**config.mk**
```make
export PLATFORM = sky130hd
export DESIGN_NAME = uart_tx_arbiter
export DESIGN_NICKNAME = d
export VERILOG_FILES = /design/src/rtl/uart_tx_arbiter.sv
export SDC_FILE = /design/constraint.sdc
export NUM_CORES = 1
export LEC_CHECK = 0
export ABC_AREA = 1
export CAP_MARGIN = 20
export CORE_ASPECT_RATIO = 1.4
export CORE_UTILIZATION = 40
export DETAILED_ROUTE_END_ITERATION = 6
export GPL_TIMING_DRIVEN = 0
export MAX_ROUTING_LAYER = met4
export PLACE_DENSITY = 0.73
export SYNTH_ARGS = -nofsm -noshare
export SYNTH_HDL_FRONTEND = slang
export SYNTH_SLANG_ARGS = --single-unit
```
**constraint.sdc**
```tcl
create_clock -name clk -period 1.5 [get_ports clk]
set_input_delay 0.3 -clock clk [delete_from_list [all_inputs] [get_ports clk]]
set_output_delay 0.3 -clock clk [all_outputs]
set_load 0.005 [all_outputs]
```
**src/rtl/uart_tx_arbiter.sv**
```systemverilog
// uart_tx_arbiter: 4-way round-robin arbiter feeding one UART transmitter.
// Ports:
//   clk, rst (sync, active-high)
//   req_valid[3:0], req_data[31:0] in; req_ready[3:0] one-cycle accept out.
//   tx_data, tx_start out; tx_busy in.
//   grant_id, active, timeout_err (sticky) status out.
// Optional: define UART_ARB_STATS_EN to add byte_count[15:0].
module uart_tx_arbiter #(
   parameter int unsigned ACK_TIMEOUT = 1024
) (
   input  logic        clk,
   input  logic        rst,
   input  logic [3:0]  req_valid,
   input  logic [31:0] req_data,
   output logic [3:0]  req_ready,
   output logic [7:0]  tx_data,
   output logic        tx_start,
   input  logic        tx_busy,
   output logic [1:0]  grant_id,
   output logic        active,
   output logic        timeout_err
`ifdef UART_ARB_STATS_EN
   ,
   output logic [15:0] byte_count
`endif
);

   typedef enum logic [1:0] {
      IDLE,
      REQ,
      XFER
   } state_t;

   state_t      state, state_d;
   logic [1:0]  ptr, ptr_d;
   logic [15:0] cnt, cnt_d;
   logic [3:0]  ready_d;
   logic [7:0]  data_d;
   logic [1:0]  gid_d;
   logic        start_d;
   logic        err_d;
   logic        done;

   logic        found;
   logic [1:0]  win;
   logic [1:0]  cand;

   // Search starts one past the last winner.
   always_comb begin
      found = 1'b0;
      win   = ptr;
      cand  = ptr;
      for (int i = 1; i <= 4; i++) begin
         cand = ptr + 2'(i);
         if (!found && req_valid[cand]) begin
            found = 1'b1;
            win   = cand;
         end
      end
   end

   always_comb begin
      state_d = state;
      start_d = tx_start;
      ready_d = '0;
      data_d  = tx_data;
      gid_d   = grant_id;
      ptr_d   = ptr;
      err_d   = timeout_err;
      cnt_d   = cnt;
      done    = 1'b0;
      unique case (state)
         IDLE: begin
            if (found && !tx_busy) begin
               state_d      = REQ;
               start_d      = 1'b1;
               ready_d[win] = 1'b1;
               data_d       = req_data[{win, 3'b000} +: 8];
               gid_d        = win;
               ptr_d        = win;
               cnt_d        = '0;
            end
         end
         REQ: begin
            if (tx_busy) begin
               start_d = 1'b0;
               state_d = XFER;
               cnt_d   = '0;
            end else if (cnt == 16'(ACK_TIMEOUT - 1)) begin
               // Transmitter never answered: drop the byte.
               start_d = 1'b0;
               err_d   = 1'b1;
               state_d = IDLE;
               cnt_d   = '0;
            end else begin
               cnt_d = cnt + 16'd1;
            end
         end
         XFER: begin
            if (!tx_busy) begin
               state_d = IDLE;
               done    = 1'b1;
            end
         end
         default: state_d = IDLE;
      endcase
   end

   always_ff @(posedge clk) begin
      if (rst) begin
         state       <= IDLE;
         tx_start    <= 1'b0;
         req_ready   <= '0;
         tx_data     <= '0;
         grant_id    <= '0;
         active      <= 1'b0;
         timeout_err <= 1'b0;
         cnt         <= '0;
         ptr         <= 2'd3;
      end else begin
         state       <= state_d;
         tx_start    <= start_d;
         req_ready   <= ready_d;
         tx_data     <= data_d;
         grant_id    <= gid_d;
         active      <= (state_d != IDLE);
         timeout_err <= err_d;
         cnt         <= cnt_d;
         ptr         <= ptr_d;
      end
   end

`ifdef UART_ARB_STATS_EN
   always_ff @(posedge clk) begin
      if (rst) begin
         byte_count <= '0;
      end else if (done) begin
         byte_count <= byte_count + 16'd1;
      end
   end
`else
   logic unused_done;
   assign unused_done = done;
`endif

endmodule

```
==> impl_metrics.tcl, run 1 <==
set metrics [dict create \
    status "did not finish" \
    lastStage "detailed routing" \
    stop_error "[ERROR DRT-0255] Maze Route cannot find path of net clk in worker of routeBox ( 48300 0 ) ( 67805 48300 )." \
    dpl_cell_area_mm2 0.003083 \
    synthCells 368 \
    rows 33 \
    grt_pass1_vias 2373 \
    postSynthNetCount 408 \
    synth_ff_type "dfxtp_1" \
    clk_path_buf_depth 2 \
    synth_edf_count 0 \
    yosys.area_share.simple_pct 49.38 \
    die_width_um 67.81 \
    syn_avg_cell_area_um2 6.589 \
    io_buffer_count 54 \
    endpoint_type "register data pin" \
    cts_hold_buf 0 \
    h-tree-depth 2 \
    yosys-top-cells-count "nand2_1, nor2_1, nand3_1" \
    antenna_found_initial 0 \
    mappedNetlistArea_mm2 0.002425 \
    die_h_um 94.13 \
    yosys-mux-area-fraction_pct 0 \
    ys_async_sr_fraction_pct 0 \
    ys_seq_area_share_pct 30.55 \
    grt_max_degree 14 \
    placed_cells 492 \
    synth_xor_area_share_pct 3.612 \
    io_pins 56 \
    synth_top_family_by_area "simple AND/OR/NAND/NOR gates" \
    cts_sinks 37 \
    ys_types 33 \
    synth_top_cell_by_area "dfxtp_1" \
    gr-total-overflow 0 \
    numCtsBuffers 5 \
    synth_seq_cells 37 \
    initial_utilization_pct 41.36 \
    yosys_warnings 0 \
    dp_hpwl_um 4654 \
    grt_usage_pct 21.69 \
    synth.most_common_cell "nand2_1" \
    gp_congestion 0.9271 \
    grt_first_pass_wirelength_um 10450 \
    yosysTopAreaCellShare_pct 30.55 \
    grt-worst-endpoint "tx_data[0]$_SDFFE_PP0P_/D" \
    synth_area_leaders "dfxtp_1, nand2_1, nand3_1" \
    synth_adder_area_share_pct 0.5160 \
    root_buffer "clkbuf_8" \
    synth_compound_area_share_pct 6.914 \
]
-- stage by stage --
stage	util, %	setup slack, ps	TNS (ps)
after floorplan	-	-45.57	-732.4
after global placement	52.58	-543.8	-16790
after detailed placement	52.58	-568.0	-17750
after CTS	59.41	-214.3	-5057
after global routing	63.08	-385.5	-10570
-- logic make-up after synthesis --
| logic type | count (synthesis) |
|---|---|
| AOI/OAI and AO/OA | 25 |
| and+or+nand+nor | 251 |
| buffers and inverters | 44 |
| DFF | 37 |
| adders and majority gates | 1 |
| xor gates and xnor gates | 10 |
-- layer usage --
layer,GRT usage [%]
met1,23.40
met2,40.84
met3,2.549
met4,4.688
met5,-
-- timing repair --
action                     4_1_cts  5_1_grt
cloned                           1        3
buffers inserted                16        5
pin swaps                       12       17
setup endpoints to repair       36       37
gates resized for setup         42       33
==> run 2, diff against run 1 <==
CORE_ASPECT_RATIO = default   (was 1.4)
CORE_UTILIZATION = 25   (was 40)
MAX_ROUTING_LAYER = default   (was met4)
PLACE_DENSITY = default   (was 0.73)
PLACE_DENSITY_LB_ADDON = 0.15   (was default)
clock period = 1.95 ns   (was 1.5 ns; I/O delays follow)
==> run 2 against run 1 <==
Net effect: the flow now finishes without violations; global-route usage fell by 7.7 points; synthesized area did not move; synthesized cell count did not move.
==> impl_metrics.tcl, run 2 <==
set metrics [dict create \
    wl_um 6633 \
    m1WireLength_um 3303 \
    powerDensity_mw_per_mm2 1354 \
    largest-register "cnt" \
    largestRegisters "cnt x16, tx_data x8, req_ready x4" \
    maxSlewViolCount 0 \
    routed-wl-met2_um 2983 \
    final_core_util_pct 35.94 \
    hold_class "input pin to register" \
    final.setup.worst_slack_ps 113.7 \
    syn2layout_area_growth_pct 38.24 \
    initial_utilization_pct 26.00 \
    placed_cells 551 \
    postSynthNetCount 408 \
    io_buffer_count 54 \
    wl_per_cell_um 11.68 \
    via_count 2462 \
    yosys-top-cells-count "nand2_1, nor2_1, nand3_1" \
    syn_avg_cell_area_um2 6.589 \
    grt_usage_pct 13.95 \
    worst-setup-path-type "input pin to register" \
    post-route-cell-area_mm2 0.003352 \
    synth_edf_count 0 \
    cp-start-kind "input pin" \
    worst_pin_slew_ps 746.7 \
    numCtsBuffers 5 \
    gr-total-overflow 0 \
    status "complete, no violations" \
    die_area_mm2 0.01010 \
    die_width_um 100.5 \
    min_period_ps 1836 \
    synth_top_cell_by_area "dfxtp_1" \
    antenna_found_initial 0 \
    peakVddDrop_mv 0.4991 \
    r2r-end "cnt[5]$_SDFFE_PP0P_" \
    cts_sinks 37 \
    clk_pin_slew_ps 90 \
    reg2reg_slack_ps 170 \
    finalSetupViolations 0 \
    synth.most_common_cell "nand2_1" \
    ys_types 33 \
    place_ws_ps -413.6 \
    min_path_cells 3 \
    finalNetCount 478 \
    layout_common_cells "nand2_1, clkdlybuf4s50_1, nand3_1, nor2_1, dfxtp_1" \
    rows 35 \
    final.setup_skew_ps 13.11 \
    cp_data_arrival_time_ps 2040 \
    drive_above_1_share_pct 19.36 \
    cp_max_fo 9 \
    grt_first_pass_wirelength_um 11070 \
    antennaDiodeCount 0 \
    hold_viol 0 \
    largest_register_ffs 16 \
    hold_start "tx_busy" \
    clk_path_buf_depth 2 \
    ant_nets 0 \
    drcViolationCount 0 \
    total_power_mw 4.539 \
    synthCells 368 \
    cts_tree "done" \
    viasPerCell 4.335 \
    root_buffer "clkbuf_8" \
    ys_async_sr_fraction_pct 0 \
    tns_ps 0 \
    dp_hpwl_um 5048 \
    yosys_warnings 0 \
    h-tree-depth 2 \
    gp_congestion 0.8367 \
    synth_area_leaders "dfxtp_1, nand2_1, nand3_1" \
    p_leak_nw 1.482 \
    critical_path_required_ps 2150 \
    io_pins 56 \
    finalCritPeriodShare_pct 94.17 \
    maxCapViolations 0 \
    yosysTopAreaCellShare_pct 30.55 \
    grt_pass1_vias 2328 \
    die_h_um 100.5 \
    drt-initial-drc-count 86 \
    max_freq_mhz 544.6 \
    top_layer_used "met4" \
    synth_ff_type "dfxtp_1" \
    ys_seq_area_share_pct 30.55 \
    fillers 1034 \
    dpl_cell_area_mm2 0.003127 \
    grt_max_degree 14 \
    finalHoldWorstSlack_ps 438.2 \
    met3_length_um 278 \
    rsz0062_at_grt "true" \
    slew_headroom_pct 50.22 \
    fin_cells 568 \
    worstHoldEndpoint "state[1]$_SDFF_PP0_" \
    reg2reg_depth 13 \
    synth_seq_cells 37 \
    firstDrtPassIters 4 \
    layout_commonest_cell "nand2_1" \
    insertion_delay_ps 300 \
    cts_hold_buf 0 \
    cp-end-kind "register" \
    r2r_start "ptr[1]$_SDFFE_PP1P_" \
    core_area_mm2 0.009328 \
    mappedNetlistArea_mm2 0.002425 \
]
[run 2: critical path, cell delays in order]
cell             delay [ps]
clkdlybuf4s50_1         500
nand2_1                  70
nand2_2                 100
nand2_2                  60
nand2_2                 120
nand2_4                  90
nand2_1                  60
nand2_1                  40
nand2_1                  90
nand2_4                 120
inv_8                   110
nand2_2                  80
nor2_1                  120
nor2_1                   70
[run 2: report_power, final]
group	switching [mW]	total (mW)	internal, mW
Combinational	1.63	2.85	1.22
Clock	0.314	0.697	0.383
Sequential	0.0893	0.997	0.907
Total	2.03	4.54	2.51
[run 2: cell families (layout without fill, tap and decap cells)]
group	after synthesis	in the layout	synth area share [%]
flops	37	37	30.55
simple gates	251	251	49.38
xor+xnor	10	10	3.612
fa+ha+maj	1	1	0.5159
compound gates	25	25	6.914
buf+inv	44	115	9.030
[run 2: what timing repair did]
item / 4_1_cts / 5_1_grt
setup endpoints to repair: 4 / 21
setup buffers: 0 / 9
cloned: 0 / 0
gates resized for setup: 2 / 11
pin swaps: 0 / 4
[run 2: worst max path at each step]
stage | start | end | slack (ps) | depth (start not counted)
after global routing | req_valid[3] | tx_data[2]$_SDFFE_PP0P_ | -6 | 12
final | req_valid[0] | tx_data[1]$_SDFFE_PP0P_ | 110 | 14
after global placement | req_valid[2] | tx_data[2]$_SDFFE_PP0P_ | -410 | 14
after detailed placement | req_valid[2] | tx_data[2]$_SDFFE_PP0P_ | -410 | 14
after CTS | req_valid[2] | tx_data[2]$_SDFFE_PP0P_ | 20 | 14
after floorplan | ptr[0]$_SDFFE_PP1P_ | tx_data[1]$_SDFFE_PP0P_ | 390 | 14
[run 2: layout make-up]
type	instances	area [µm²]	area share, %
multi-input cells	287	1491	44.49
flip-flops and latches	37	742.0	22.14
repair buffers	63	613.1	18.29
well taps	129	161.4	4.815
inverters	36	152.6	4.554
plain buffers	8	76.32	2.277
clock buffers	5	68.82	2.053
clock inverters	3	46.29	1.381
[run 2: per-layer routing]
metal,vias to the layer above,global-route usage [%]
li1,1302,-
met1,1110,18.05
met2,45,23.02
met3,5,3.398
met4,0,4.013
met5,-,0
(Power assumes the default switching activity.)
==> run 3, diff against run 2 <==
CAP_MARGIN = default   (was 20)
RECOVER_POWER = 25   (was default)
SKIP_LAST_GASP = 1   (was default)
==> run 3 against run 2 <==
Net effect: non-clock buffer count unchanged; critical path depth unchanged; routed wire length decreased by 0.23%; clock power increased by 0.6%; clock-buffer cell count unchanged; cell count unchanged.
==> impl_metrics.tcl, run 3 (same netlist as run 2, synthesis figures left out) <==
set metrics [dict create \
    cp_cell_sequence "clkdlybuf4s50_1 -> nand2_1 -> nand2_2 -> nand2_2 -> nand2_2 -> nand2_4 -> nand2_1 -> nand2_1 -> nand2_1 -> nand2_4 -> inv_8 -> nand2_2 -> nor2_1 -> nor2_1" \
    p_switching_mw 2.025 \
    reg2reg_slack_ps 170 \
    io_buffer_count 54 \
    fin_cells 568 \
    met3_length_um 275 \
    multi_input_area_mm2 0.001489 \
    largest-register "cnt" \
    min_period_ps 1846 \
    critPathTopFamily "simple AND/OR/NAND/NOR gates" \
    combinationalPowerShare_pct 62.4 \
    core_area_mm2 0.009328 \
    firstDrtPassIters 4 \
    wl_um 6618 \
    cp-end-kind "register" \
    dp_hpwl_um 5048 \
    ant_nets 0 \
    die_area_mm2 0.01010 \
    top_layer_used "met4" \
    h-tree-depth 2 \
    cp_max_fo 9 \
    antennaDiodeCount 0 \
    switching_share_pct 44.93 \
    final.setup.worst_slack_ps 104.3 \
    peakVddDrop_mv 0.4930 \
    m1WireLength_um 3297 \
    r2r-end "cnt[5]$_SDFFE_PP0P_" \
    root_buffer "clkbuf_8" \
    rows 35 \
    hold_viol 0 \
    cp-start-kind "input pin" \
    cts_tree "done" \
    endpoint "tx_data[2]$_SDFFE_PP0P_" \
    place_ws_ps -413.6 \
    max_freq_mhz 541.8 \
    syn2layout_area_growth_pct 38.13 \
    final_core_util_pct 35.91 \
    cp_data_arrival_time_ps 2040 \
    largest_register_ffs 16 \
    grt_usage_pct 13.95 \
    largestRegisters "cnt x16, tx_data x8, req_ready x4" \
    gr-total-overflow 0 \
    gp_congestion 0.8367 \
    slowest_stage "clkdlybuf4s50_1" \
    drcViolationCount 0 \
    seqPwrFrac_pct 22.0 \
    grt_first_pass_wirelength_um 11070 \
    layout_common_cells "nand2_1, nor2_1, nand3_1" \
    finalCritPeriodShare_pct 94.65 \
    die_h_um 100.5 \
    hold_class "input pin to register" \
    io_pins 56 \
    tns_ps 0 \
    grt_max_degree 14 \
    status "complete, no violations" \
    numCtsBuffers 5 \
    clk_path_buf_depth 2 \
    intPower_mw 2.482 \
    placed_cells 551 \
    reg2reg_depth 13 \
    drt-initial-drc-count 74 \
    cts_hold_buf 0 \
    powerDensity_mw_per_mm2 1346 \
    slew_headroom_pct 50.14 \
    worst-setup-path-type "input pin to register" \
    critPathLaunch "req_valid[0]" \
    grt_pass1_vias 2328 \
    drive_above_1_share_pct 19.13 \
    final.setup_skew_ps 15.36 \
    critical_path_required_ps 2150 \
    cpPeakStageDelay_ps 500 \
    routed-wl-met2_um 2977 \
    r2r_start "ptr[1]$_SDFFE_PP1P_" \
    die_width_um 100.5 \
    path_buf_inv 2 \
    antenna_found_initial 0 \
    seqCellArea_um2 742.0 \
    insertion_delay_ps 300 \
    p_leak_nw 1.513 \
    crit_cells 14 \
    finalNetCount 478 \
    finalSetupViolations 0 \
    clk_pin_slew_ps 90 \
    maxCapViolations 0 \
    initial_utilization_pct 26.00 \
    wl_per_cell_um 11.65 \
    layout_commonest_cell "nand2_1" \
    maxSlewViolCount 0 \
    rsz0062_at_grt "true" \
    fillers 1033 \
    via_count 2450 \
    viasPerCell 4.313 \
    worst_pin_slew_ps 747.9 \
    clock_power_share_pct 15.6 \
    cts_sinks 37 \
]
[run 3: cell types whose count changed in the layout (fill, tap and decap cells not counted)]
cell,delta
clkdlybuf4s50_1,-12
dlygate4sd3_1,+12
nor2_1,+1
nor2_2,-1
[run 3: how the worst min path moves through the flow]
stage | from | endpoint | slack, ps | depth (start not counted)
3_3_place_gp | grant_id[0]$_SDFFE_PP0P_ | grant_id[0]$_SDFFE_PP0P_ | 430 | 2
5_1_grt | tx_busy | state[1]$_SDFF_PP0_ | 440 | 3
4_1_cts | tx_busy | state[1]$_SDFF_PP0_ | 440 | 3
2_1_floorplan | grant_id[0]$_SDFFE_PP0P_ | grant_id[0]$_SDFFE_PP0P_ | 440 | 2
6_report | tx_busy | state[1]$_SDFF_PP0_ | 440 | 3
3_5_place_dp | grant_id[0]$_SDFFE_PP0P_ | grant_id[0]$_SDFFE_PP0P_ | 430 | 2
[run 3: timing repair]
| action | 4_1_cts | 5_1_grt |
|---|---|---|
| buffers inserted | 0 | 9 |
| setup endpoints to repair | 4 | 21 |
| cloned | 0 | 0 |
| resized for setup | 2 | 10 |
| pin swaps | 0 | 4 |
[run 3: worst register-to-register path, delay by kind of cell (launching register included)]
family / cells / cell delay (ps)
buffers and inverters: 3 / 360
DFF: 1 / 410
and+or+nand+nor: 9 / 840
AOI/OAI and AO/OA: 1 / 110
[run 3: area by class of cell]
type / instances / area share (%)
multi-input cells: 287 / 44.45
flip-flops and latches: 37 / 22.15
repair buffers: 63 / 18.30
well taps: 129 / 4.819
inverters: 36 / 4.557
plain buffers: 8 / 2.279
clock buffers: 5 / 2.055
clock inverters: 3 / 1.382
[run 3: per-stage QoR]
step           hold WS [ps]  instance area (µm²)  power [mW]
2_1_floorplan         441.9                 2425       2.749
5_1_grt               442.4                 3349       4.899
3_5_place_dp          431.0                 3127       3.516
6_report              439.1                 3349       4.507
4_1_cts               436.0                 3249       4.271
3_3_place_gp          430.3                 3127       3.508
[run 3: metal layers]
metal | track usage, % | vias up
li1 | - | 1304
met1 | 18.05 | 1100
met2 | 23.02 | 41
met3 | 3.398 | 5
met4 | 4.013 | 0
met5 | 0 | -
[run 3: power by group through the flow]
stage,combinational [mW],clock (mW),sequential (mW)
floorplan,1.74,0,1.01
global route,3.14,0.754,1.01
global placement,2.50,0,1.01
detailed placement,2.51,0,1.01
finish,2.81,0.701,0.993
CTS,2.55,0.726,0.992
==> run 4, diff against run 3 <==
clock period = 1.55 ns   (was 1.95 ns; I/O delays follow)
==> run 4 against run 3 <==
Net effect: the flow now finishes with violations (negative setup slack); clock power rose by 25%; setup slack got worse by 270 ps; global-route usage is 1.3 points higher; sequential power up 31%; non-clock buffer count increased by 11; largest power group unchanged; critical path depth is the same; routed wire length increased by 9.8%; register-to-register slack got worse by 340 ps; final area rose by 12%; worst hold slack lost 51 ps; flip-flop and latch count is the same; combinational power grew 59%; critical endpoint is now tx_data[3]$_SDFFE_PP0P_.
==> impl_metrics.tcl, run 4 (same netlist as run 2, synthesis figures left out) <==
set metrics [dict create \
    max_freq_mhz 581.7 \
    io_pins 56 \
    cp-start-kind "register" \
    antenna_found_initial 0 \
    maxCapViolations 0 \
    firstDrtPassIters 4 \
    syn2layout_area_growth_pct 54.54 \
    final_core_util_pct 40.17 \
    viasPerCell 4.409 \
    critPathTopFamily "simple AND/OR/NAND/NOR gates" \
    critical_path_required_ps 1740 \
    post-route-cell-area_mm2 0.003747 \
    grt_pass1_vias 2588 \
    finalCritPeriodShare_pct 110.9 \
    met3_length_um 354 \
    top_layer_used "met4" \
    finalHoldWorstSlack_ps 387.9 \
    cts_tree "done" \
    total_power_mw 6.637 \
    multi_input_area_mm2 0.001712 \
    maxSlewViolCount 0 \
    cp-end-kind "register" \
    root_buffer "clkbuf_8" \
    die_h_um 100.5 \
    worst_pin_slew_ps 726.4 \
    routed-wl-met2_um 3257 \
    grt_first_pass_wirelength_um 12080 \
    wl_um 7265 \
    grt_usage_pct 15.24 \
    status "finished, violations left" \
    drive_above_1_share_pct 29.93 \
    layout_commonest_cell "nand2_1" \
    io_buffer_count 54 \
    via_count 2557 \
    path_buf_inv 4 \
    wl_per_cell_um 12.53 \
    dpl_cell_area_mm2 0.003144 \
    tns_ps -3502 \
    layout_common_cells "nand2_1, clkdlybuf4s50_1, nand3_1" \
    violations "negative setup slack" \
    h-tree-depth 2 \
    hold_viol 0 \
    numCtsBuffers 5 \
    finalNetCount 490 \
    die_width_um 100.5 \
    hold_class "input pin to register" \
    cp_max_fo 8 \
    slew_headroom_pct 51.58 \
    core_area_mm2 0.009328 \
    cp_cell_sequence "buf_12 -> nand2_4 -> nand2_4 -> nand2_4 -> nand2_4 -> nor2_4 -> nand3b_4 -> nand2_8 -> inv_6 -> buf_12 -> nor2_2 -> nor2_1 -> nand2_1 -> inv_1" \
    fillers 994 \
    gr-total-overflow 0 \
    p_leak_nw 1.615 \
    final.setup_skew_ps 12.54 \
    slowest_stage "dfxtp_4" \
    rows 35 \
    die_area_mm2 0.01010 \
    min_period_ps 1719 \
    insertion_delay_ps 290 \
    seqCellArea_um2 750.7 \
    largestRegisters "cnt x16, tx_data x8, req_ready x4" \
    largest_register_ffs 16 \
    final.setup.worst_slack_ps -169.0 \
    dp_hpwl_um 5053 \
    grt_max_degree 14 \
    antennaDiodeCount 0 \
    finalSetupViolations 30 \
    gp_congestion 0.8941 \
    clk_pin_slew_ps 90 \
    clk_path_buf_depth 2 \
    path_common_cell "nand2_4" \
    cts_sinks 37 \
    initial_utilization_pct 26.00 \
    worst-setup-path-type "register to register" \
    powerDensity_mw_per_mm2 1771 \
    m1WireLength_um 3606 \
    rsz0062_at_grt "true" \
    largest-register "cnt" \
    peakVddDrop_mv 0.7051 \
    drt-initial-drc-count 117 \
    cp_data_arrival_time_ps 1910 \
    drcViolationCount 0 \
    cpPeakStageDelay_ps 370 \
    ant_nets 0 \
]
==> run 4: path summary, 6_finish.rpt <==
kind	startpoint	to	slack, ps	depth (start not counted)
max	ptr[0]$_SDFFE_PP1P_	tx_data[3]$_SDFFE_PP0P_	-170	14
min	tx_busy	state[1]$_SDFF_PP0_	390	3
max reg2reg	ptr[0]$_SDFFE_PP1P_	tx_data[3]$_SDFFE_PP0P_	-170	14
min reg2reg	timeout_err$_SDFFE_PP0P_	timeout_err$_SDFFE_PP0P_	460	2
==> run 4: cell type report <==
type	count	share of cell area (%)
repair buffers	74	19.80
multi-input cells	288	45.68
clock inverters	3	1.235
plain buffers	8	2.504
inverters	36	4.608
flip-flops and latches	37	20.03
clock buffers	5	1.836
well taps	129	4.307
==> run 4: per-layer routing <==
| layer | GRT usage [%] | vias to the layer above |
|---|---|---|
| met5 | 0 | - |
| met4 | 3.233 | 0 |
| met3 | 3.121 | 2 |
| met2 | 25.40 | 65 |
| met1 | 20.31 | 1162 |
| li1 | - | 1328 |
==> run 4: worst register-to-register path: cells and delay by family, from the launching register on <==
family,cells,cell delay [ps]
buf+inv,4,380
simple gates,10,870
flops,1,370
==> run 4: metrics by stage <==
stage	cells	setup slack [ps]
finish	580	-169.0
global route	580	-280.5
CTS	575	-180.8
detailed placement	551	-646.1
global placement	551	-653.1
floorplan	368	4.413
==> run 4: power breakdown <==
| group | switching (mW) | total (mW) | internal (mW) | leakage, nW |
|---|---|---|---|---|
| logic | 2.50 | 4.47 | 1.96 | 1.26 |
| clock network | 0.391 | 0.873 | 0.482 | 0.0543 |
| registers | 0.146 | 1.30 | 1.15 | 0.303 |
| total | 3.04 | 6.64 | 3.60 | 1.62 |
==> run 4: what timing repair did <==
item	CTS	global route
pin swaps	15	10
hold buffers	0	0
buffers inserted	13	4
resized for setup	55	31
cloned	3	1
endpoints found under the setup margin	36	36
